--- src/rtl/exec_unit.sv ---
// 8-bit execute unit: ALU ops complete 1 cycle after start, shifts take n cycles, MUL takes 8 cycles.
// No backpressure: start is sampled only in IDLE and is dropped while busy or done; issue rate is one op per 2 cycles.
module exec_unit (
    input  logic       clk,
    input  logic       reset,
    input  logic       start,
    input  logic [2:0] op,
    input  logic [7:0] datA,
    input  logic [7:0] datB,
    output logic       busy,
    output logic       done,
    output logic [7:0] result,
    output logic       wr_en,
    output logic       write_r0,
    output logic       carry,
    output logic       zero
);

    typedef enum logic [1:0] {S_IDLE, S_RUN, S_DONE} state_t;

    localparam logic [2:0] OP_ADD = 3'b000;
    localparam logic [2:0] OP_SUB = 3'b001;
    localparam logic [2:0] OP_AND = 3'b010;
    localparam logic [2:0] OP_OR  = 3'b011;
    localparam logic [2:0] OP_XOR = 3'b100;
    localparam logic [2:0] OP_SHL = 3'b101;
    localparam logic [2:0] OP_SHR = 3'b110;
    localparam logic [2:0] OP_MUL = 3'b111;

    state_t      state_q, state_d;
    logic [2:0]  op_q, op_d;
    logic [15:0] acc_q, acc_d;
    logic [15:0] mcand_q, mcand_d;
    logic [7:0]  mplier_q, mplier_d;
    logic [3:0]  count_q, count_d;
    logic [7:0]  result_q, result_d;
    logic        carry_q, carry_d;
    logic        zero_q, zero_d;
    logic        done_q, done_d;
    logic        wr_en_q, wr_en_d;
    logic        write_r0_q, write_r0_d;
    logic        busy_q, busy_d;

    logic        fin;
    logic [7:0]  fin_res;
    logic        fin_c;
    logic [2:0]  fin_op;
    logic [8:0]  sum9;
    logic [8:0]  diff9;
    logic [7:0]  sh_nxt;
    logic        sh_out;
    logic [15:0] prod_nxt;

    always_comb begin
        state_d    = state_q;
        op_d       = op_q;
        acc_d      = acc_q;
        mcand_d    = mcand_q;
        mplier_d   = mplier_q;
        count_d    = count_q;
        result_d   = result_q;
        carry_d    = carry_q;
        zero_d     = zero_q;
        done_d     = 1'b0;
        wr_en_d    = 1'b0;
        write_r0_d = 1'b0;
        fin        = 1'b0;
        fin_res    = 8'h00;
        fin_c      = 1'b0;
        fin_op     = op_q;

        sum9     = {1'b0, datA} + {1'b0, datB};
        // The 9-bit difference wraps into bit 8 exactly when A < B.
        diff9    = {1'b0, datA} - {1'b0, datB};
        sh_nxt   = (op_q == OP_SHR) ? {1'b0, acc_q[7:1]} : {acc_q[6:0], 1'b0};
        sh_out   = (op_q == OP_SHR) ? acc_q[0] : acc_q[7];
        prod_nxt = acc_q + (mplier_q[0] ? mcand_q : 16'h0000);

        case (state_q)
            S_IDLE: begin
                if (start) begin
                    op_d   = op;
                    fin_op = op;
                    case (op)
                        OP_ADD: begin
                            fin     = 1'b1;
                            fin_res = sum9[7:0];
                            fin_c   = sum9[8];
                        end
                        OP_SUB: begin
                            fin     = 1'b1;
                            fin_res = diff9[7:0];
                            fin_c   = diff9[8];
                        end
                        OP_AND: begin
                            fin     = 1'b1;
                            fin_res = datA & datB;
                        end
                        OP_OR: begin
                            fin     = 1'b1;
                            fin_res = datA | datB;
                        end
                        OP_XOR: begin
                            fin     = 1'b1;
                            fin_res = datA ^ datB;
                        end
                        OP_SHL, OP_SHR: begin
                            if (datB[2:0] == 3'd0) begin
                                fin     = 1'b1;
                                fin_res = datA;
                            end else begin
                                state_d = S_RUN;
                                acc_d   = {8'h00, datA};
                                count_d = {1'b0, datB[2:0]};
                            end
                        end
                        default: begin
                            state_d  = S_RUN;
                            acc_d    = 16'h0000;
                            mcand_d  = {8'h00, datA};
                            mplier_d = datB;
                            count_d  = 4'd8;
                        end
                    endcase
                end
            end
            S_RUN: begin
                count_d = count_q - 4'd1;
                if (op_q == OP_MUL) begin
                    acc_d    = prod_nxt;
                    mcand_d  = {mcand_q[14:0], 1'b0};
                    mplier_d = {1'b0, mplier_q[7:1]};
                    fin_res  = prod_nxt[7:0];
                    fin_c    = |prod_nxt[15:8];
                end else begin
                    acc_d   = {8'h00, sh_nxt};
                    fin_res = sh_nxt;
                    fin_c   = sh_out;
                end
                fin = (count_q == 4'd1);
            end
            S_DONE: state_d = S_IDLE;
            default: state_d = S_IDLE;
        endcase

        // Result and flags only ever move on the edge that enters DONE.
        if (fin) begin
            state_d  = S_DONE;
            result_d = fin_res;
            carry_d  = fin_c;
            zero_d   = (fin_res == 8'h00);
            done_d   = 1'b1;
            if (fin_op == OP_AND || fin_op == OP_OR || fin_op == OP_XOR) begin
                write_r0_d = 1'b1;
            end else begin
                wr_en_d = 1'b1;
            end
        end

        busy_d = (state_d != S_IDLE);
    end

    always_ff @(posedge clk) begin
        if (reset) begin
            state_q    <= S_IDLE;
            op_q       <= 3'b000;
            acc_q      <= 16'h0000;
            mcand_q    <= 16'h0000;
            mplier_q   <= 8'h00;
            count_q    <= 4'd0;
            result_q   <= 8'h00;
            carry_q    <= 1'b0;
            zero_q     <= 1'b0;
            done_q     <= 1'b0;
            wr_en_q    <= 1'b0;
            write_r0_q <= 1'b0;
            busy_q     <= 1'b0;
        end else begin
            state_q    <= state_d;
            op_q       <= op_d;
            acc_q      <= acc_d;
            mcand_q    <= mcand_d;
            mplier_q   <= mplier_d;
            count_q    <= count_d;
            result_q   <= result_d;
            carry_q    <= carry_d;
            zero_q     <= zero_d;
            done_q     <= done_d;
            wr_en_q    <= wr_en_d;
            write_r0_q <= write_r0_d;
            busy_q     <= busy_d;
        end
    end

    assign busy     = busy_q;
    assign done     = done_q;
    assign result   = result_q;
    assign wr_en    = wr_en_q;
    assign write_r0 = write_r0_q;
    assign carry    = carry_q;
    assign zero     = zero_q;

endmodule

--- config.mk ---
export PLATFORM = sky130hd
export DESIGN_NAME = exec_unit
export DESIGN_NICKNAME = d
export VERILOG_FILES = /design/src/rtl/exec_unit.sv
export SDC_FILE = /design/constraint.sdc
export NUM_CORES = 1
export LEC_CHECK = 0
export CAP_MARGIN = 0
export CORE_ASPECT_RATIO = 0.7
export CORE_MARGIN = 10
export CORE_UTILIZATION = 60
export DETAILED_ROUTE_END_ITERATION = 16
export PLACE_DENSITY_LB_ADDON = 0.15
export REMOVE_ABC_BUFFERS = 1
export SYNTH_ARGS = -nofsm -noshare
export SYNTH_HDL_FRONTEND = slang
export SYNTH_SLANG_ARGS = --single-unit
--- constraint.sdc ---
create_clock -name clk -period 6.9 [get_ports clk]
set_input_delay 2.07 -clock clk [delete_from_list [all_inputs] [get_ports clk]]
set_output_delay 2.07 -clock clk [all_outputs]
set_load 0.01 [all_outputs]
==> results by group, run 1 <==
Status
  – Status: finished clean

STA
  – Worst rel slew slack: 0.137
  – Maximum clock frequency: 201 MHz
  – Final sum of negative setup slack: 0 ps
  – Total count of hold-check failures in the final report: 0
  – Setup violations, final: 0
  – Count of final max-slew check failures: 0
  – Worst-Margin Slew: 1290 ps
  – Clock Skews: 5.88 ps
  – Final critical delay including setup and external delays: 4980 ps
  – Unrepaired setup endpoints after global routing: false
  – Final cycle utilization of the critical path: 0.722

Clock network
  – TritonCTS clock tree: yes
  – Clk sinks: 63
  – Number of buffers added for setup after CTS: 0
  – H-tree depth: 3
  – Clock slew seen by the registers of the worst setup and hold paths: 60 ps
  – CTS-repair resized insts: 0
  – Clock tree root driver cell: sky130_fd_sc_hd__clkbuf_16
  – Number of buffers created by CTS: 9
  – Latest clock arrival within the worst-skew pair: 330 ps
  – Maximum count of clock buffers along a single path: 2
  – Post-CTS Hold Fix Bufs: 0

Logic synthesis
  – List of most frequent post-synthesis cells: sky130_fd_sc_hd__nor2_1, sky130_fd_sc_hd__nand2_1, sky130_fd_sc_hd__dfxtp_1, sky130_fd_sc_hd__a21oi_1, sky130_fd_sc_hd__ha_1
  – Portion of synthesized cell area occupied by the leading cell type: 0.258
  – Mean post-synth cell area: 7.69 um2
  – Summed instance area of the synthesized netlist: 4900 um2
  – Yosys warning total: 0
  – Post-synthesis async set-or-reset flop share: 0
  – Most common cell in the netlist: sky130_fd_sc_hd__nor2_1
  – Commonest register cell after synthesis: sky130_fd_sc_hd__dfxtp_1
  – Number of instances in the synthesized netlist: 637
  – Number of enable flip-flop cells after synthesis: 0
  – Count of state elements after synthesis: 63
  – Fraction of the yosys area taken by sequential cells: 0.258
  – Post-synth top area cell: sky130_fd_sc_hd__dfxtp_1
  – Count of cell types in the netlist: 76
  – Largest cells by area after synthesis: sky130_fd_sc_hd__dfxtp_1, sky130_fd_sc_hd__ha_1, sky130_fd_sc_hd__nor2_1, sky130_fd_sc_hd__nand2_1, sky130_fd_sc_hd__a21oi_1

GRT
  – Initial antenna violation count: 0
  – Global-route wire length before repair: 22900 um
  – Maximum number of pins on one net before global-route repair: 60
  – Total track usage: 0.231
  – Remaining global-route overflow: 0
  – Number of global-route vias before repair: 4441

Route
  – Routed len/inst: 19.1 um
  – Final antenna-violating net count: 0
  – Post-DR vias/cell: 6.53
  – Detailed-routing iteration count for the pre-antenna-repair pass: 6
  – Total number of vias: 4909
  – Total length of routed wires: 14400 um
  – First DRT Iteration DRCs: 644
  – Residual DRC: 0

Critical path
  – Largest stage delay on the critical path: 730 ps
  – Crit path max-delay cell type: sky130_fd_sc_hd__nor3b_2
  – Critical path capture point type: flop
  – CP top delay family: simple AND/OR/NAND/NOR gates
  – Data arrival time of the critical path: 5260 ps
  – CP Data Required Time: 7170 ps
  – Setup Crit Path Kind: in2reg
  – Cell Chain, Critical Path: clkdlybuf4s50_1, nor3b_2, and2_4, a32o_1, and2_4, nor4b_1, o21ai_0, nand4_1
  – Most common cell type on the critical path: sky130_fd_sc_hd__and2_4
  – Max FO, Critical Path: 18
  – Kind of start point of the critical path: input port
  – Worst Path Buf+Inv: 1

Floorplan
  – Io pins: 36
  – Number of placement rows: 27
  – Placeable Area: 7910 um2
  – Floorplan die width: 128 um
  – Starting Density: 0.619
  – Height of the chip: 95.6 um
  – Die Area: 12200 um2

Cells and area
  – Diode insertion count for antenna repair: 0
  – Count of nets after finishing: 712
  – Share of cells above drive strength 1: 0.0645
  – Final Util: 0.699
  – Area Growth Syn to Fin: 12.9%

Pwr
  – VDD IR max: 0.208 mV
  – Power per cell area: 202 nW/um2
  – Reported leakage power: 2.18 nW

Run
  – Number of max-capacitance violations reported: 0

Hold path
  – Hold Crit Class: reg2reg

Placed design
  – IO Port Bufs: 35
  – Total half-perimeter wirelength after legalization and detailed placement: 10500 um
  – Global placement routability congestion: 0.968
[final timing paths]
check / cells after the start / startpoint / slack [ps] / to
setup reg to reg: 12 / mplier_q[0] / 3470 / carry
setup / recovery: 8 / start / 1920 / carry
hold / removal: 2 / result[6] / 460 / result[6]
hold reg to reg: 2 / result[6] / 460 / result[6]
[power breakdown]
group	total (mW)	switching, mW	internal, mW
Combinational	0.234	0.139	0.0950
Sequential	0.400	0.0180	0.382
Clock	0.481	0.179	0.302
[sequential cells by signal, summed over array words and instances, names as in the netlist]
| register | count |
|---|---|
| write_r0 | 1 |
| carry | 1 |
| acc_q | 16 |
| mcand_q | 16 |
| mplier_q | 8 |
| count_q | 4 |
| result | 8 |
| zero | 1 |
| state_q | 2 |
| done | 1 |
| busy | 1 |
| op_q | 3 |
| wr_en | 1 |
[kinds of logic after synthesis]
kind of cell,share of synthesized area
AND/OR/NAND/NOR,0.257
adder cells (fa/ha/maj),0.115
AO/OA/AOI/OAI,0.253
multiplexers,0.0143
flip-flops,0.258
buffers and inverters,0.0639
XOR/XNOR,0.0393
[worst min-delay path: cells and delay by family, from the launching register on]
family / cells / cell delay (ps)
flops: 1 / 300
simple gates: 1 / 50
compound gates: 1 / 50
[layer usage]
metal  global-route usage  share of wire  up-vias
li1                     -              -     2309
met1                0.327           0.46     2286
met2                0.326           0.40      289
met3               0.0776           0.13       25
met4               0.0579          0.012        0
met5                    0              0        -
[cell usage in the layout (no fill, tap or decap), drive strengths merged, types with 9 or more instances in the layout]
cell type and count:
clkbuf 11, clkdlybuf4s50 34, nand3 20, a211oi 22, inv 33, ha 42, o21ai 29, nand2b 9
a21oi 43, nor2 75, dfxtp 63, xnor2 14, nand2 66, and2 24, nor3 21, a311oi 17
[metrics by stage]
| step | hold slack [ps] | setup slack (ps) | std cells | power, mW | cell area, um2 |
|---|---|---|---|---|---|
| after floorplan | 426 | 2700 | 596 | 0.547 | 4700 |
| after global placement | 439 | 1730 | 736 | 0.629 | 5210 |
| after detailed placement | 452 | 1660 | 736 | 0.634 | 5210 |
| after CTS | 461 | 1990 | 752 | 1.11 | 5530 |
| after global routing | 481 | 1740 | 752 | 1.16 | 5530 |
| final | 456 | 1920 | 752 | 1.12 | 5530 |
[layout make-up]
class | instances | area [um2]
Multi-Input combinational cell | 502 | 3330
Fill cell | 643 | 2380
Sequential cell | 63 | 1260
Timing Repair Buffer | 39 | 375
Clock buffer | 11 | 253
Tap cell | 101 | 126
Inverter | 31 | 116
Clock inverter | 5 | 62.6
(Power assumes the default switching activity.)
==> inputs of run 2 (changes only) <==
CORE_UTILIZATION = 54   (was 60)
clock period = 4.37 ns   (was 6.9 ns; I/O delays follow)
==> results by group, run 2 (synthesized netlist as in run 1, its figures left out) <==
STA
  – Worst-Margin Slew: 1050 ps
  – Worst rel slew slack: 0.298
  – Clock Skews: 8.75 ps
  – Hold slack: 463 ps
  – Final cycle utilization of the critical path: 0.868
  – Final critical delay including setup and external delays: 3790 ps
  – Total count of hold-check failures in the final report: 0
  – Unrepaired setup endpoints after global routing: false
  – Worst path setup slack after routing: 576 ps
  – Count of final max-slew check failures: 0
  – Final sum of negative setup slack: 0 ps
  – Setup violations, final: 0
  – Maximum clock frequency: 264 MHz

Floorplan
  – Starting Density: 0.566
  – Io pins: 36
  – Floorplan die width: 134 um
  – Height of the chip: 99.7 um
  – Die Area: 13300 um2
  – Placeable Area: 8650 um2
  – Number of placement rows: 28

Pwr
  – VDD IR max: 0.228 mV
  – Internal portion of total power: 1.35 mW
  – Clock network fraction of total power: 0.454
  – Switching power total: 513 uW
  – Sequential share of power: 0.340
  – Switching Share: 0.276
  – Fraction of power consumed by combinational cells: 0.206
  – Reported leakage power: 2.26 nW
  – Power per cell area: 327 nW/um2

Placed design
  – IO Port Bufs: 35
  – Total half-perimeter wirelength after legalization and detailed placement: 10600 um
  – Placement Setup Slack: 278 ps
  – Global placement routability congestion: 0.975

Route
  – Final antenna-violating net count: 0
  – Total length of routed wires: 14600 um
  – Routed len/inst: 18.7 um
  – Post-DR vias/cell: 6.28
  – Total number of vias: 4921
  – Residual DRC: 0
  – Detailed-routing iteration count for the pre-antenna-repair pass: 6
  – First DRT Iteration DRCs: 703

Clock network
  – Latest clock arrival within the worst-skew pair: 340 ps
  – Clock tree root driver cell: sky130_fd_sc_hd__clkbuf_16
  – Clk sinks: 63
  – Number of buffers added for setup after CTS: 0
  – Maximum count of clock buffers along a single path: 2
  – Clock slew seen by the registers of the worst setup and hold paths: 50 ps
  – Post-CTS Hold Fix Bufs: 0
  – Number of buffers created by CTS: 9
  – TritonCTS clock tree: yes
  – H-tree depth: 3
  – CTS-repair resized insts: 0

Cells and area
  – Count of nets after finishing: 725
  – Share of cells above drive strength 1: 0.0799
  – Area Growth Syn to Fin: 16.0%
  – Final Util: 0.657
  – Filler cell count in the final layout: 733
  – Biggest regs: acc_q x16, mcand_q x16
  – FF/Latch Area: 1260 um2
  – Most frequent cells in the layout: sky130_fd_sc_hd__nor2_1, sky130_fd_sc_hd__nand2_1, sky130_fd_sc_hd__dfxtp_1, sky130_fd_sc_hd__a21oi_1, sky130_fd_sc_hd__ha_1
  – Area occupied by multi-input gates: 3330 um2
  – Diode insertion count for antenna repair: 0
  – Commonest non-fill, non-tap cell in the layout: sky130_fd_sc_hd__nor2_1

Hold path
  – Hold Crit Class: reg2reg
  – Destination of the worst hold path: result[6]
  – Number of cells on the worst hold path: 2
  – Worst min-delay path startpoint: result[6]

Critical path
  – Max FO, Critical Path: 3
  – Timing startpoint of the critical path: datA[0]
  – Critical path capture point type: flop
  – Reg2Reg Capture Point: carry
  – Data arrival time of the critical path: 4070 ps
  – Kind of start point of the critical path: input port
  – CP Data Required Time: 4650 ps
  – Reg2reg path depth: 13
  – Setup Crit Path Kind: in2reg
  – Minimum setup slack among reg-to-reg paths: 980 ps
  – Reg-to-reg critical path startpoint: mplier_q[0]

GRT
  – Initial antenna violation count: 0
  – Number of global-route vias before repair: 4601
  – Total track usage: 0.218
  – Maximum number of pins on one net before global-route repair: 59
  – Remaining global-route overflow: 0
  – Global-route wire length before repair: 23900 um

Status
  – Status: finished clean

Run
  – Number of max-capacitance violations reported: 0
-- run 2: cell count changes in the layout (fill, tap and decap cells not counted) --
cell | previous run | this run
sky130_fd_sc_hd__buf_4 | 4 | 17
sky130_fd_sc_hd__bufinv_16 | 1 | 3
sky130_fd_sc_hd__clkinvlp_4 | 2 | 0
sky130_fd_sc_hd__inv_6 | 2 | 0
sky130_fd_sc_hd__clkbuf_1 | 0 | 1
-- run 2: power groups by stage --
stage	sequential (mW)	combinational (mW)	clock (mW)
2_1_floorplan	0.640	0.224	0
3_3_place_gp	0.641	0.364	0
3_5_place_dp	0.642	0.370	0
4_1_cts	0.630	0.374	0.850
5_1_grt	0.635	0.418	0.884
6_report	0.632	0.384	0.845
-- run 2: how the worst max path moves through the flow --
stage | end | slack, ps | cells after the start
4_1_cts | zero | 610 | 12
5_1_grt | zero | 350 | 11
6_report | zero | 580 | 12
2_1_floorplan | zero | 930 | 8
3_5_place_dp | zero | 280 | 12
3_3_place_gp | zero | 320 | 12
-- run 2: final cells by class --
cell class,count,share of cell area
Sequential cell,63,0.222
Inverter,31,0.0205
Timing Repair Buffer,52,0.0832
Clock buffer,12,0.0451
Multi-Input combinational cell,502,0.587
Clock inverter,3,0.0159
Tap cell,120,0.0264
-- run 2: routing by layer --
metal  vias up  track usage  routed length (um)
met5         -            0                   0
met4         0       0.0709                 268
met3        30       0.0864                1720
met2       273        0.301                5860
met1      2289        0.300                6760
li1       2329            -                   -
-- run 2: worst max-delay path, stage by stage --
cell	delay [ps]
sky130_fd_sc_hd__clkdlybuf4s50_1	480
sky130_fd_sc_hd__inv_1	60
sky130_fd_sc_hd__ha_1	220
sky130_fd_sc_hd__fa_1	440
sky130_fd_sc_hd__o21bai_1	250
sky130_fd_sc_hd__a211o_1	170
sky130_fd_sc_hd__a21o_1	120
sky130_fd_sc_hd__a21oi_1	60
sky130_fd_sc_hd__a211oi_1	350
sky130_fd_sc_hd__and4_1	230
sky130_fd_sc_hd__nor4bb_1	210
sky130_fd_sc_hd__a32o_1	150
-- run 2: per-stage QoR --
| step | area [um2] | cells | power (mW) |
|---|---|---|---|
| CTS | 5680 | 783 | 1.85 |
| finish | 5680 | 783 | 1.86 |
| floorplan | 4700 | 596 | 0.864 |
| detailed placement | 5340 | 768 | 1.01 |
| global placement | 5340 | 768 | 1.00 |
| global route | 5680 | 783 | 1.94 |
